`config.mk`:
```
export PLATFORM = sky130hd
export DESIGN_NAME = mul_div_unit
export DESIGN_NICKNAME = d
export VERILOG_FILES = /design/src/rtl/mul_div_unit.sv
export SDC_FILE = /design/constraint.sdc
export NUM_CORES = 1
export LEC_CHECK = 0
export BUFFER_PORTS_ARGS = -buffer_cell sky130_fd_sc_hd__buf_2
export CAP_MARGIN = 5
export CORE_MARGIN = 5
export CORE_UTILIZATION = 26
export DETAILED_ROUTE_END_ITERATION = 8
export GPL_ROUTABILITY_DRIVEN = 0
export GPL_TIMING_DRIVEN = 1
export PLACE_DENSITY = 0.51
export REMOVE_ABC_BUFFERS = 1
export SLEW_MARGIN = 20
export SYNTH_ARGS = -nofsm -noshare
export SYNTH_HDL_FRONTEND = slang
export SYNTH_SLANG_ARGS = --single-unit
```
`constraint.sdc`:
```
create_clock -name clk -period 3.45 [get_ports clk]
set_clock_uncertainty 0.05 [all_clocks]
set_input_delay 0.345 -clock clk [delete_from_list [all_inputs] [get_ports clk]]
set_output_delay 0.345 -clock clk [all_outputs]
set_load 0.02 [all_outputs]
```
`src/rtl/mul_div_unit.sv`:
```
// mul_div_unit: iterative MIPS multiply/divide unit with HI/LO registers.
// Shift-add multiply and restoring divide run one bit per CALC cycle; FIX applies signs.
module mul_div_unit #(
    parameter int DATA_WIDTH = 32,
    parameter int ITER = 32
) (
    input  logic                  clk,
    input  logic                  rst,
    input  logic                  start,
    input  logic [2:0]            op,
    input  logic [DATA_WIDTH-1:0] src_a,
    input  logic [DATA_WIDTH-1:0] src_b,
    output logic                  busy,
    output logic                  done,
    output logic [DATA_WIDTH-1:0] hi,
    output logic [DATA_WIDTH-1:0] lo
);
    localparam int W = DATA_WIDTH;
    localparam int CW = $clog2(ITER + 1);

    typedef enum logic [1:0] {IDLE, CALC, FIX} state_t;

    state_t          state_q;
    logic [CW-1:0]   cnt_q;
    logic [W-1:0]    opnd_q, hi_q, lo_q;
    logic [2*W-1:0]  acc_q;
    logic            sa_q, sb_q, div_q, div0_q, busy_q, done_q;

    logic            sa_d, sb_d, ge_d;
    logic [W-1:0]    a_mag_d, b_mag_d, q_d, r_d;
    logic [W:0]      sum_d, trial_d, diff_d;
    logic [2*W-1:0]  step_d, prod_d, res_d;

    // Unsigned ops (op[0]=1) have no sign, so magnitudes are the raw operands.
    always_comb begin
        sa_d    = ~op[0] & src_a[W-1];
        sb_d    = ~op[0] & src_b[W-1];
        a_mag_d = sa_d ? -src_a : src_a;
        b_mag_d = sb_d ? -src_b : src_b;
        sum_d   = {1'b0, acc_q[2*W-1:W]} + {1'b0, opnd_q & {W{acc_q[0]}}};
        trial_d = acc_q[2*W-1:W-1];
        diff_d  = trial_d - {1'b0, opnd_q};
        ge_d    = ~diff_d[W];
        step_d  = div_q ? {(ge_d ? diff_d[W-1:0] : trial_d[W-1:0]), acc_q[W-2:0], ge_d}
                        : {sum_d, acc_q[W-1:1]};
        prod_d  = (sa_q ^ sb_q) ? -acc_q : acc_q;
        q_d     = (sa_q ^ sb_q) ? -acc_q[W-1:0] : acc_q[W-1:0];
        r_d     = sa_q ? -acc_q[2*W-1:W] : acc_q[2*W-1:W];
        res_d   = div_q ? {r_d, q_d} : prod_d;
    end

    always_ff @(posedge clk or negedge rst) begin
        if (!rst) begin
            state_q <= IDLE;
            cnt_q   <= '0;
            opnd_q  <= '0;
            acc_q   <= '0;
            hi_q    <= '0;
            lo_q    <= '0;
            sa_q    <= 1'b0;
            sb_q    <= 1'b0;
            div_q   <= 1'b0;
            div0_q  <= 1'b0;
            busy_q  <= 1'b0;
            done_q  <= 1'b0;
        end else begin
            done_q <= 1'b0;
            case (state_q)
                IDLE: begin
                    if (start && !op[2]) begin
                        state_q <= CALC;
                        busy_q  <= 1'b1;
                        cnt_q   <= '0;
                        sa_q    <= sa_d;
                        sb_q    <= sb_d;
                        div_q   <= op[1];
                        div0_q  <= op[1] && (src_b == '0);
                        opnd_q  <= op[1] ? b_mag_d : a_mag_d;
                        acc_q   <= {{W{1'b0}}, (op[1] ? a_mag_d : b_mag_d)};
                    end else if (start && op == 3'b100) begin
                        hi_q <= src_a;
                    end else if (start && op == 3'b101) begin
                        lo_q <= src_a;
                    end
                end
                CALC: begin
                    acc_q <= step_d;
                    cnt_q <= cnt_q + 1'b1;
                    if (cnt_q == CW'(ITER - 1)) state_q <= FIX;
                end
                FIX: begin
                    state_q <= IDLE;
                    busy_q  <= 1'b0;
                    done_q  <= 1'b1;
                    if (!div0_q) {hi_q, lo_q} <= res_d;
                end
                default: state_q <= IDLE;
            endcase
        end
    end

    assign busy = busy_q;
    assign done = done_q;
    assign hi   = hi_q;
    assign lo   = lo_q;
endmodule

```
Word-level counts from Yosys, hierarchy flattened
Cells that the tools add are included.
Widths: inputs -> output; s select.
{"block": "totals", "rom_bits": 0, "word_cells": 82, "ramBits": 0, "mem_count": 0, "latch_bits": 0, "input_bits": 70, "output_inout_bits": 66, "reg_bits": 174}
{"block": "op_classes", "n_eq_ne": 12, "bitwise": 6, "n_mux": 29, "reduce_logical": 15, "div_mod_pow": 0, "n_mul": 0, "addsub": 8, "n_lt_le_gt_ge": 0, "shifts": 0}
{"op": "$mux 32", "count": 14}
{"op": "$mux 64", "count": 4}
{"op": "$neg 32->32", "count": 4}
{"op": "$pmux 32 s2", "count": 2}
{"op": "$pmux 64 s2", "count": 1}
{"op": "$neg 64->64", "count": 1}
{"op": "$add 32x32->33", "count": 1}
{"op": "$sub 33x32->33", "count": 1}
{"op": "$and 32x32->32", "count": 1}
{"op": "$logic_not 32->1", "count": 1}
{"op": "$ne 2x2->1 const B", "count": 7}
{"op": "$pmux 6 s2", "count": 1}
{"op": "$reduce_and 2->1", "count": 4}
{"op": "$add 6x1->6 const B", "count": 1}
{"op": "$eq 3x3->1 const B", "count": 2}
{"op": "$eq 6x5->1 const B", "count": 1}
{"op": "$mux 6", "count": 1}
{"op": "$reduce_and 5->1", "count": 1}
{"op": "$logic_and 1x1->1", "count": 4}
{"op": "$mux 2", "count": 2}
{"op": "$pmux 2 s2", "count": 1}
{"op": "$reduce_and 4->1", "count": 1}
{"op": "$reduce_bool 2->1", "count": 2}
{"op": "$and 1x1->1", "count": 2}
{"op": "other kinds (8)", "count": 10}

Depth between registers and ports, before layout
{"block": "logic_depth", "ltp_word": 6, "depth_mapped": 15, "mapped_depth_nobuf": 14}

Worst setup path after synthesis
OpenSTA, ideal clock, no wires.
{"block": "synth_path", "path_kind": "reg2reg", "start": "register acc_q[2]", "end": "register hi_q[23], in the netlist hi[23]", "required_ns": 3.305, "t_arrival_ns": 3.519, "slack_ns": -0.214, "n_path_buf": 3, "synth_period_minus_slack_ns": 3.664, "setup_time_ns": 0.095, "stages_incl_launch_ff": 14, "path_cell_list": "dfrtp_1 > buf_6 > or4_4 > or3b_4 > or4_1 > buf_2 > o31a_1 > or4_1 > or2_1 > buf_6 > o41ai_4 > xnor2_1 > nor2_1 > o31ai_1"}
{"block": "synth_via", "elab_chain_len": 5}
{"item": "start: declaration", "line_no": "26", "source": "logic [2*W-1:0] acc_q;"}
{"item": "start signal: assignment", "line_no": "79", "source": "acc_q <= {{W{1'b0}}, (op[1] ? a_mag_d : b_mag_d)};"}
{"item": "start signal: assignment", "line_no": "87", "source": "acc_q <= step_d;"}
{"item": "$neg 64->64", "line_no": "46", "source": "prod_d = (sa_q ^ sb_q) ? -acc_q : acc_q;"}
{"item": "$mux 64", "line_no": "46"}
{"item": "$mux 64", "line_no": "49", "source": "res_d = div_q ? {r_d, q_d} : prod_d;"}
{"item": "$mux 32", "line_no": "95", "source": "if (!div0_q) {hi_q, lo_q} <= res_d;"}
{"item": "$pmux 32 s2", "line_no": "68", "source": "case (state_q)"}
{"item": "end signal: assignment", "line_no": "81", "source": "hi_q <= src_a;"}
{"item": "end signal: assignment", "line_no": "95"}
{"item": "end: declaration", "line_no": "25", "source": "logic [W-1:0] opnd_q, hi_q, lo_q;"}
No other way between the ends. The select of a mux whose other input is x is not followed.
A chain may end at the register's enable or synchronous reset.

Worst setup path in the final report
{"block": "layout_path", "start": "register acc_q[1]", "end": "register hi_q[17], in the netlist hi[17]"}
Same word-level chain as after synthesis.

==> metrics.md <==
| Metric | Value |
|---|---|
| Vias | `15370` |
| Register area | `4355 um^2` |
| CP most frequent cell | `or4_4` |
| Io pins | `136` |
| CP bufs+invs | `0` |
| Number of fill cells in the layout | `5965` |
| Die Y | `249.7 um` |
| Failing checks | `setup timing` |
| GRT Total Usage | `17.76%` |
| Drt first pass iters | `5` |
| Final Cell Area | `18620 um^2` |
| #FFs+latches synth | `174` |
| Max VDD drop | `0.4318 mV` |
| CP Max Fanout | `6` |
| DIE WIDTH | `249.7 um` |
| Clk sinks | `174` |
| Fin crit period | `3.628 ns` |
| Post-route worst setup slack | `-0.1779 ns` |
| Share of layout cells above drive strength 1 | `20.54%` |
| Post-synthesis cell type count | `72` |
| Number of global-route vias before repair | `14850` |
| Crit path launch type | `register` |
| Critical path type | `reg -> reg` |
| Switching power | `0.008300 W` |
| Multi-input logic area | `10290 um^2` |
| Data arrival time of the worst path | `3.93 ns` |
| Lkg Pwr | `8.106 nW` |
| Internal power | `0.008934 W` |
| Status | `complete, but fails checks` |
| Nets@finish | `2280` |
| Antenna cells | `0` |
| Mean Syn Cell Area | `7.819 um^2` |
| # rows | `87` |
| Slowest stage delay, CP | `0.55 ns` |
| Crit end category | `register` |
| Placed Area | `17630 um^2` |
| Num CTS Buffers | `17` |
| Clk buf depth | `2` |
| Async set-reset flop share out of synthesis | `100.0%` |
| Gate power share | `69.3%` |
| Placed cells | `2868` |
| Initial antenna violation count | `0` |
| Worst path cell trace | `or4_4 -> or3b_4 -> or4_4 -> o31a_1 -> or4_4 -> or2_4 -> o31ai_4 -> xnor2_1 -> nor2_1 -> o31ai_1` |
| Final setup vio count | `7` |
| Total gr overflow | `0` |
| Initial DRC Count | `1242` |
| PortBufs | `135` |
| Sequential share of the synthesized area | `29.14%` |
| Critical path data required time | `3.75 ns` |
| Slew headroom | `40.64%` |
| Class of the most critical hold timing path | `in -> reg` |
| Power Dens Cells | `925.5 nW/um^2` |
| Starting Density | `26.35%` |
| Post-Layout Cell Count | `2908` |
| CP max-delay cell | `or4_4` |
| CTS tree | `done` |
| Slew Limit Fails | `0` |
| Residual DRC | `0` |
| Drt total wl | `57960 um` |
| Number of max-cap violations | `0` |
| Clock Pin Slew Worst Setup and Hold Paths | `0.07 ns` |
| Post-synth EDFFs | `0` |
| Slew of the pin with the lowest slew margin | `0.8882 ns` |
| Switching share of power | `48.16%` |
| Syn. warnings | `0` |
| Detailed-placement wirelength estimate | `45440 um` |
| Via-to-Cell Ratio | `5.285` |
| Routed Antenna Nets | `0` |
| Final Core Density | `32.83%` |
| Wire per inst | `19.93 um` |
| Hold Fails Final Rpt | `0` |
| Global-route wire length before repair | `88730 um` |
| H-Tree Depth | `4` |
| Largest net degree at the start of global routing | `88` |
| Max Clock Freq | `275.6 MHz` |
| Clock power frac | `11.3%` |
| Final setup TNS | `-0.8219 ns` |
| Cells after synthesis | `1911` |
| Synthesis-to-layout area growth | `24.63%` |
| Die area | `62360 um^2` |
| Sequential share of power | `19.4%` |
| CTS root buffer | `clkbuf_16` |
| Worst hold slack | `0.1636 ns` |
| Syn Std Cell Area | `14940 um^2` |
| Clock latency on the worst-skew pair | `0.46 ns` |
| Fin crit share | `105.2%` |
| RSZ-0062 raised after global routing | `yes` |
| Top FF cell, synth | `dfrtp_1` |
| Top delay family on crit path | `simple AND/OR/NAND/NOR gates` |
| Core box area | `56710 um^2` |
-- final timing paths --
check / startpoint / to / slack (ns) / cells past startpoint
setup / recovery: acc_q[1] / hi[17] / -0.18 / 10
hold / removal: src_b[31] / div0_q / 0.16 / 3
min in group asynchronous: rst / opnd_q[6] / 0.38 / 2
hold reg to reg: lo[23] / lo[23] / 0.42 / 2
max in group asynchronous: rst / acc_q[20] / 2.05 / 3
setup reg to reg: acc_q[1] / hi[17] / -0.18 / 10
-- routing by layer --
| layer | wire (um) | GRT usage, % | vias up |
|---|---|---|---|
| li1 | - | - | 7357 |
| met1 | 25800 | 24.00 | 7446 |
| met2 | 27280 | 29.48 | 487 |
| met3 | 3069 | 2.311 | 80 |
| met4 | 1813 | 5.801 | 0 |
| met5 | 0 | 0 | - |
-- through the flow --
step                      setup slack, ns  power, W
after global placement            -0.2938   0.01458
after floorplan                    -2.020   0.01027
after detailed placement          -0.3797   0.01469
after global routing              -0.3050   0.01851
after CTS                         -0.2369   0.01679
final                             -0.1779   0.01723
-- cell usage in the layout, fill, tap and decap left out, drive strengths merged, types with 69 or more instances in the layout --
cell type  count
buf          331
nor2         249
nand2        184
dfrtp        174
a21oi        168
o21ai        149
xnor2         86
xor2          82
a211oi        74
ha            69
-- sequential cells by signal (all words and copies together) (netlist names) --
name and flops:
cnt_q 6, state_q 2, div0_q 1, div_q 1, done 1, sa_q 1, sb_q 1, hi 32
busy 1, opnd_q 32, lo 32, acc_q 64
-- what timing repair did --
| item | 4_1_cts | 5_1_grt |
|---|---|---|
| cloned | 0 | 0 |
| endpoints found under the setup margin | 37 | 51 |
| hold buffers | 1 | 0 |
| setup buffers | 1 | 6 |
| hold endpoints to repair | 56 | 0 |
| pin swaps | 12 | 23 |
| gates resized for setup | 21 | 56 |
-- area by class of cell --
| class | count | share of cell area (%) |
|---|---|---|
| multi-input combinational | 1556 | 55.26 |
| clock inverter | 14 | 0.7122 |
| inverter | 57 | 1.162 |
| tap | 756 | 5.080 |
| timing repair buffer | 333 | 12.09 |
| sequential | 174 | 23.39 |
| clock buffer | 18 | 2.305 |
-- power by group through the flow --
| stage | Sequential (W) | Clock, W | Combinational, W |
|---|---|---|---|
| finish | 0.00334 | 0.00194 | 0.0119 |
| global route | 0.00342 | 0.00205 | 0.0130 |
| CTS | 0.00333 | 0.00198 | 0.0115 |
| detailed placement | 0.00336 | 0 | 0.0113 |
| global placement | 0.00334 | 0 | 0.0112 |
| floorplan | 0.00361 | 0 | 0.00666 |
-- cells by family after synthesis --
family | share of synthesized area [%]
AO/OA/AOI/OAI | 27.74
AND/OR/NAND/NOR | 18.54
buffers and inverters | 4.656
flip-flops | 29.14
XOR/XNOR | 9.848
adder cells (fa/ha/maj) | 6.046
multiplexers | 4.028
-- worst min-delay path, delay by kind of cell --
kind | cells | cell delay (ns)
AO/OA/AOI/OAI | 1 | 0.07
buffers and inverters | 1 | 0.12
AND/OR/NAND/NOR | 1 | 0.10
-- synth_stat cells, types with 6 or more instances --
cell | instances | area, um^2
and2_1 | 6 | 37.54
dfrtp_1 | 174 | 4354
nand4_1 | 11 | 68.82
inv_1 | 57 | 214.0
a21oi_1 | 168 | 840.8
xor2_1 | 82 | 718.2
nand2b_1 | 15 | 93.84
nand2_1 | 184 | 690.7
o211ai_1 | 28 | 210.2
or3_1 | 26 | 162.7
nand3_1 | 21 | 105.1
xnor2_1 | 86 | 753.2
o21a_1 | 11 | 82.58
nor3_1 | 24 | 120.1
ha_1 | 69 | 863.3
nor2_1 | 249 | 934.7
nor2b_1 | 15 | 93.84
and3_1 | 8 | 50.05
a211oi_1 | 74 | 555.5
nand3b_1 | 6 | 45.04
clkbuf_1 | 108 | 405.4
a21o_1 | 49 | 367.9
nor4_1 | 16 | 100.1
buf_1 | 13 | 48.80
o21ai_0 | 147 | 735.7
or4_1 | 13 | 97.59
a31oi_1 | 13 | 81.33
a22oi_1 | 18 | 135.1
mux2i_1 | 59 | 590.6
o41ai_1 | 12 | 105.1
o31ai_1 | 61 | 457.9
or2_2 | 8 | 50.05
Note: power is estimated with default switching activity, not from simulation.
